### src/rtl/pingpong_ram_if.sv
`default_nettype none
// ============================================================================
// Module   : pingpong_ram_if
// Brief    : Write/read handshake and data bundle for the ping-pong bank buffer.
// Revision : 1.0
// ============================================================================
interface pingpong_ram_if #(
    parameter int AW = 6,
    parameter int W  = 32
);
    logic          i_wr_en;
    logic [AW-1:0] i_wr_addr;
    logic [W-1:0]  i_wr_data;
    logic          i_wr_done;
    logic          o_wr_ready;
    logic          i_rd_en;
    logic [AW-1:0] i_rd_addr;
    logic          i_rd_done;
    logic          o_rd_ready;
    logic [W-1:0]  o_rd_data;
    logic          o_rd_valid;
    logic [1:0]    o_level;
    logic          o_wr_err;
    logic          o_rd_err;

    modport master (
        output i_wr_en, i_wr_addr, i_wr_data, i_wr_done,
        output i_rd_en, i_rd_addr, i_rd_done,
        input  o_wr_ready, o_rd_ready, o_rd_data, o_rd_valid,
        input  o_level, o_wr_err, o_rd_err
    );

    modport slave (
        input  i_wr_en, i_wr_addr, i_wr_data, i_wr_done,
        input  i_rd_en, i_rd_addr, i_rd_done,
        output o_wr_ready, o_rd_ready, o_rd_data, o_rd_valid,
        output o_level, o_wr_err, o_rd_err
    );
endinterface
`default_nettype wire

### src/rtl/pingpong_ram.sv
`default_nettype none
// ============================================================================
// Module   : pingpong_ram
// Brief    : Two-bank ping-pong RAM between FFT stages; writer fills one bank
//            while reader drains the other. Optional macro BITREV_RD_EN
//            bit-reverses the read address for FFT output reordering.
// Revision : 1.0
// ============================================================================
module pingpong_ram #(
    parameter int N  = 64,
    parameter int I  = 8,
    parameter int F  = 8,
    parameter int CH = 2
) (
    input  wire logic     clk,
    input  wire logic     rst,
    pingpong_ram_if.slave bus
);
    localparam int AW = $clog2(N);
    localparam int W  = CH * (I + F);

    typedef enum logic [0:0] {
        FREE = 1'b0,
        FULL = 1'b1
    } bank_state_t;

    bank_state_t      r_bank_state [2];
    logic             r_wr_sel;
    logic             r_rd_sel;
    logic [1:0]       r_level;
    logic             r_wr_err;
    logic             r_rd_err;
    logic             r_rd_valid;
    logic [W-1:0]     r_rd_data;
    logic [W-1:0]     r_mem [2*N];

    logic             w_wr_ready;
    logic             w_rd_ready;
    logic             w_wr_acc;
    logic             w_rd_acc;
    logic             w_wr_rel;
    logic             w_rd_rel;
    logic [AW-1:0]    w_rd_addr;

    assign w_wr_ready = (r_bank_state[r_wr_sel] == FREE);
    assign w_rd_ready = (r_bank_state[r_rd_sel] == FULL);
    assign w_wr_acc   = bus.i_wr_en   & w_wr_ready;
    assign w_rd_acc   = bus.i_rd_en   & w_rd_ready;
    assign w_wr_rel   = bus.i_wr_done & w_wr_ready;
    assign w_rd_rel   = bus.i_rd_done & w_rd_ready;

`ifdef BITREV_RD_EN
    generate
        for (genvar k = 0; k < AW; k++) begin : g_bitrev
            assign w_rd_addr[k] = bus.i_rd_addr[AW-1-k];
        end
    endgenerate
`else
    assign w_rd_addr = bus.i_rd_addr;
`endif

    // Storage carries no reset so it maps onto a single 2N-deep block RAM.
    always_ff @(posedge clk) begin
        if (w_wr_acc) begin
            r_mem[{r_wr_sel, bus.i_wr_addr}] <= bus.i_wr_data;
        end
    end

    always_ff @(posedge clk or posedge rst) begin
        if (rst) begin
            r_bank_state[0] <= FREE;
            r_bank_state[1] <= FREE;
            r_wr_sel        <= 1'b0;
            r_rd_sel        <= 1'b0;
            r_level         <= 2'd0;
            r_wr_err        <= 1'b0;
            r_rd_err        <= 1'b0;
            r_rd_valid      <= 1'b0;
            r_rd_data       <= '0;
        end else begin
            r_wr_err   <= (bus.i_wr_en | bus.i_wr_done) & ~w_wr_ready;
            r_rd_err   <= (bus.i_rd_en | bus.i_rd_done) & ~w_rd_ready;
            r_rd_valid <= w_rd_acc;
            if (w_rd_acc) begin
                r_rd_data <= r_mem[{r_rd_sel, w_rd_addr}];
            end
            // When both release together they always own different banks.
            if (w_wr_rel) begin
                r_bank_state[r_wr_sel] <= FULL;
                r_wr_sel               <= ~r_wr_sel;
            end
            if (w_rd_rel) begin
                r_bank_state[r_rd_sel] <= FREE;
                r_rd_sel               <= ~r_rd_sel;
            end
            case ({w_wr_rel, w_rd_rel})
                2'b10:   r_level <= r_level + 2'd1;
                2'b01:   r_level <= r_level - 2'd1;
                default: r_level <= r_level;
            endcase
        end
    end

    assign bus.o_wr_ready = w_wr_ready;
    assign bus.o_rd_ready = w_rd_ready;
    assign bus.o_rd_data  = r_rd_data;
    assign bus.o_rd_valid = r_rd_valid;
    assign bus.o_level    = r_level;
    assign bus.o_wr_err   = r_wr_err;
    assign bus.o_rd_err   = r_rd_err;
endmodule
`default_nettype wire
### src/flat_wrapper.sv
// flat-port wrapper written by rule: the top's interface ports become plain ports
module pingpong_ram_flat 
#(
    parameter int N  = 64,
    parameter int I  = 8,
    parameter int F  = 8,
    parameter int CH = 2
)
  (clk, rst, bus_i_wr_en, bus_i_wr_addr, bus_i_wr_data, bus_i_wr_done, bus_i_rd_en, bus_i_rd_addr, bus_i_rd_done, bus_o_wr_ready, bus_o_rd_ready, bus_o_rd_data, bus_o_rd_valid, bus_o_level, bus_o_wr_err, bus_o_rd_err);
  pingpong_ram_if bus_i ();
  input  wire logic clk;
  input  wire logic rst;
  input wire logic [$bits(bus_i.i_wr_en)-1:0] bus_i_wr_en;
  input wire logic [$bits(bus_i.i_wr_addr)-1:0] bus_i_wr_addr;
  input wire logic [$bits(bus_i.i_wr_data)-1:0] bus_i_wr_data;
  input wire logic [$bits(bus_i.i_wr_done)-1:0] bus_i_wr_done;
  input wire logic [$bits(bus_i.i_rd_en)-1:0] bus_i_rd_en;
  input wire logic [$bits(bus_i.i_rd_addr)-1:0] bus_i_rd_addr;
  input wire logic [$bits(bus_i.i_rd_done)-1:0] bus_i_rd_done;
  output wire logic [$bits(bus_i.o_wr_ready)-1:0] bus_o_wr_ready;
  output wire logic [$bits(bus_i.o_rd_ready)-1:0] bus_o_rd_ready;
  output wire logic [$bits(bus_i.o_rd_data)-1:0] bus_o_rd_data;
  output wire logic [$bits(bus_i.o_rd_valid)-1:0] bus_o_rd_valid;
  output wire logic [$bits(bus_i.o_level)-1:0] bus_o_level;
  output wire logic [$bits(bus_i.o_wr_err)-1:0] bus_o_wr_err;
  output wire logic [$bits(bus_i.o_rd_err)-1:0] bus_o_rd_err;
  assign bus_i.i_wr_en = bus_i_wr_en;
  assign bus_i.i_wr_addr = bus_i_wr_addr;
  assign bus_i.i_wr_data = bus_i_wr_data;
  assign bus_i.i_wr_done = bus_i_wr_done;
  assign bus_i.i_rd_en = bus_i_rd_en;
  assign bus_i.i_rd_addr = bus_i_rd_addr;
  assign bus_i.i_rd_done = bus_i_rd_done;
  assign bus_o_wr_ready = bus_i.o_wr_ready;
  assign bus_o_rd_ready = bus_i.o_rd_ready;
  assign bus_o_rd_data = bus_i.o_rd_data;
  assign bus_o_rd_valid = bus_i.o_rd_valid;
  assign bus_o_level = bus_i.o_level;
  assign bus_o_wr_err = bus_i.o_wr_err;
  assign bus_o_rd_err = bus_i.o_rd_err;
  pingpong_ram #(.N(N), .I(I), .F(F), .CH(CH)) u_core (.clk(clk), .rst(rst), .bus(bus_i));
endmodule
### config.mk
export PLATFORM = sky130hd
export DESIGN_NAME = pingpong_ram_flat
export DESIGN_NICKNAME = d
export VERILOG_FILES = /design/src/rtl/pingpong_ram_if.sv /design/src/rtl/pingpong_ram.sv /design/src/flat_wrapper.sv
export SDC_FILE = /design/constraint.sdc
export NUM_CORES = 2
export LEC_CHECK = 0
export BUFFER_PORTS_ARGS = -buffer_cell sky130_fd_sc_hd__buf_2
export CORE_MARGIN = 5
export CORE_UTILIZATION = 60
export DETAILED_ROUTE_END_ITERATION = 16
export PLACE_DENSITY = 0.81
export SYNTH_ARGS = -nofsm -noshare
export SYNTH_HDL_FRONTEND = slang
export SYNTH_SLANG_ARGS = --single-unit
### constraint.sdc
create_clock -name clk -period 7.2 [get_ports clk]
set_input_delay 0.36 -clock clk [delete_from_list [all_inputs] [get_ports clk]]
set_output_delay 0.36 -clock clk [all_outputs]
set_load 0.05 [all_outputs]
==> flow_summary_export.csv <==
group,metric,value,unit
timing,tns,0,ns
place,place_congestion,0.9052,
cells_and_area,fill_cells,15260,
setup_path,cp_data_required_time,7.76,ns
global_routing,grt_pass1_vias,82610,
power,p_per_area,291.1,nW/µm²
clock_network,cts_htree_levels,5,
setup_path,path_class,"reg -> reg",
min_path,min_path_type,"in -> reg",
timing,slew_headroom,-29.02,%
power,p_int,39.60,mW
die,ioPinCount,89,
synth,synth_edf_count,4096,
clock_network,post_cts_buffers,0,
global_routing,grtUsageTotal,32.02,%
power,p_leak,56.53,nW
die,die_h,524.7,µm
timing,timing.final.ws_setup,2.518,ns
die,start_util,60.12,%
route,wl,445100,µm
power,sw_frac_of_total,23.42,%
timing,fin_crit_sh,65.03,%
synth,synth_ff_type,"edfxtp_1",
timing,fmax,0.2136,GHz
setup_path,cp.arrival,5.24,ns
timing,hold_viol,0,
setup_path,r2r.worst_path.cells,6,
global_routing,grt_first_pass_wirelength,625900,µm
cells_and_area,final_util,67.20,%
synth,yosys_warnings,0,
setup_path,crit_path_cell_trace,"mux2i_2 -> nand2_1 -> nor2_1 -> nand3b_1 -> buf_4 -> nor2_4",
die,std_cell_rows,189,
clock_network,root_buffer,"clkbuf_16",
timing,fin_worst_skew,0.07696,ns
cells_and_area,nNetsFinal,7711,
synth,synth_area,158900,µm²
cells_and_area,final_cell_mix,"edfxtp_1 (4096), mux4_2 (740), mux2i_1 (697)",
clock_network,path_clk_slew,0.06,ns
synth,synth.top_cell.area_share,77.39,%
synth,synthesis.nets,7381,
synth,async_flop_share,0.9911,%
route,num_vias,83750,
min_path,holdPathStages,1,
die,die-area,275300,µm²
timing,drv_slew,8,
synth,ys_seq_area_share,78.03,%
timing,fin_crit,4.682,ns
setup_path,start_kind,"flop",
place,post-place-ws,2.114,ns
synth,yosysUniqueCellTypes,50,
clock_network,cts_buffer_depth,4,
outcome,status,"finished with violations",
global_routing,grt_overflow,0,
synth,ys_ff_latch,4137,
clock_network,insertion_delay,1.00,ns
power,combPwrFrac,7.8,%
timing,rsz0062_at_grt,"no",
route,viasPerCell,7.266,
clock_network,cts_buffers,401,
route,drt-initial-drc-count,15500,
setup_path,slowest_stage,"nor2_4",
run,drv_cap,3,
timing,worstMarginPinSlew,1.935,ns
global_routing,grt_max_degree,129,
power,pwr-share-clk,40.0,%
outcome,violations,"capacitance limit, slew limit",
synth,synth_cells,7330,
setup_path,critical_path.endpoint_type,"flop",
die,core,264400,µm²
die,die_x,524.7,µm
synth,synth_area_leaders,"edfxtp_1 (77%), mux4_2 (10%), mux2i_1 (4.4%), mux2_2 (1.0%), o22ai_1 (0.69%)",
route,drt_first_pass_iters,6,
power,power.switching,12.11,mW
setup_path,cp_max_fo,32,
setup_path,max_stage_delay,0.99,ns
route,wl_per_cell,38.61,µm
cells_and_area,layout_commonest_cell,"edfxtp_1",
power,total_power,51.71,mW
cells_and_area,layout-drive-gt1-share,24.03,%
synth,yosys.area.top_type,"edfxtp_1",
power,seqPwrFrac,52.2,%
timing,setup_viol,0,
global_routing,antenna_found_initial,44,
clock_network,cts.sinks,4137,
synth,syn_area_per_cell,21.68,µm²
route,drc,0,
place,port_buffers,88,
route,detail-route-antenna-nets,0,
power,vdd_drop_max,0.2864,mV
cells_and_area,area_delta_synth_final,11.78,%
clock_network,cts_tree,"built",
place,dp_hpwl,238800,µm
==> cells by family (layout without fill, tap and decap cells) <==
| family | Yosys count | in the layout | synth area share (%) |
|---|---|---|---|
| DFF | 4137 | 4137 | 78.03 |
| AOI/OAI and AO/OA | 713 | 713 | 3.154 |
| buffers and inverters | 435 | 1079 | 1.544 |
| xor gates and xnor gates | 3 | 3 | 0.01653 |
| muxes | 1581 | 1581 | 15.89 |
| adders and majority gates | 1 | 1 | 0.007871 |
| other | 0 | 19 | 0 |
| and+or+nand+nor | 460 | 460 | 1.352 |
==> through the flow <==
step	instances	area [µm²]	hold slack, ns
2_1_floorplan	7330	158900	0.4457
3_3_place_gp	10740	164400	0.4579
3_5_place_dp	10750	164500	0.4601
4_1_cts	11500	177600	0.04863
5_1_grt	11510	177600	0.08905
6_report	11530	177700	0.09861
==> cell type report <==
class                      instances  area (µm²)  share of cell area, %
sequential                      4137      124000                  69.81
multi-input combinational       2758       33580                  18.90
clock buffer                     507       10740                  6.044
tap                             3533        4420                  2.488
timing repair buffer             356        2838                  1.597
clock inverter                   210        1997                  1.124
antenna                           19       47.55                0.02676
inverter                           6       22.52                0.01268
==> worst paths after layout <==
check                                                 to  slack [ns]                  start
min in group asynchronous            u_core.bus.o_wr_err        0.19                    rst
worst max-delay path                u_core.r_mem[34][12]        2.52        u_core.r_wr_sel
max in group asynchronous       u_core.bus.o_rd_data[13]        6.18                    rst
worst min-delay path                 u_core.r_mem[15][9]         0.1       bus_i_wr_data[9]
worst max register to register      u_core.r_mem[34][12]        2.52        u_core.r_wr_sel
worst min register to register     u_core.bus.o_level[1]        0.47  u_core.bus.o_level[1]
==> synthesized netlist by cell type, types with 53 or more instances <==
library cell	count
nor2_1	164
edfxtp_1	4096
nor2b_1	53
clkbuf_1	187
mux2i_1	698
a221oi_1	56
mux2_2	143
mux4_2	740
buf_4	87
nor3_1	70
o22ai_1	176
a21oi_1	136
buf_2	83
nand2_1	94
a211oi_1	57
==> critical path: cells and delay by family, from the launching register on <==
kind	cells	cell delay, ns
buffers and inverters	1	0.55
DFF	1	0.55
muxes	1	0.76
and+or+nand+nor	4	2.31
==> flip-flops by register name (all words and copies together) (netlist names) <==
name and count:
u_core.r_mem 4096, u_core.bus.o_rd_data 32, u_core.bus.o_level 2, u_core.r_bank_state 2
u_core.bus.o_rd_err 1, u_core.bus.o_rd_valid 1, u_core.bus.o_wr_err 1, u_core.r_rd_sel 1
u_core.r_wr_sel 1
==> layer usage <==
layer	part of all wire [%]	vias to the layer above	GRT usage (%)
met5	0.033	-	0
met4	6.7	20	17.17
met3	15	1461	10.28
met2	46	8013	48.16
met1	32	42670	42.36
li1	-	31580	-
==> power groups by stage <==
| stage | sequential (mW) | clock, mW | combinational [mW] |
|---|---|---|---|
| 2_1_floorplan | 27.6 | 0 | 1.68 |
| 3_3_place_gp | 27.5 | 0 | 3.69 |
| 3_5_place_dp | 27.5 | 0 | 3.81 |
| 4_1_cts | 27.0 | 20.7 | 3.90 |
| 5_1_grt | 27.0 | 21.8 | 4.07 |
| 6_report | 27.0 | 20.7 | 4.02 |
==> repair_timing <==
item,4_1_cts,5_1_grt
hold buffers,38,0
hold endpoints to repair,907,0
endpoints found under the setup margin,0,0
resized for setup,0,0
Note: power is estimated with default switching activity, not from simulation.
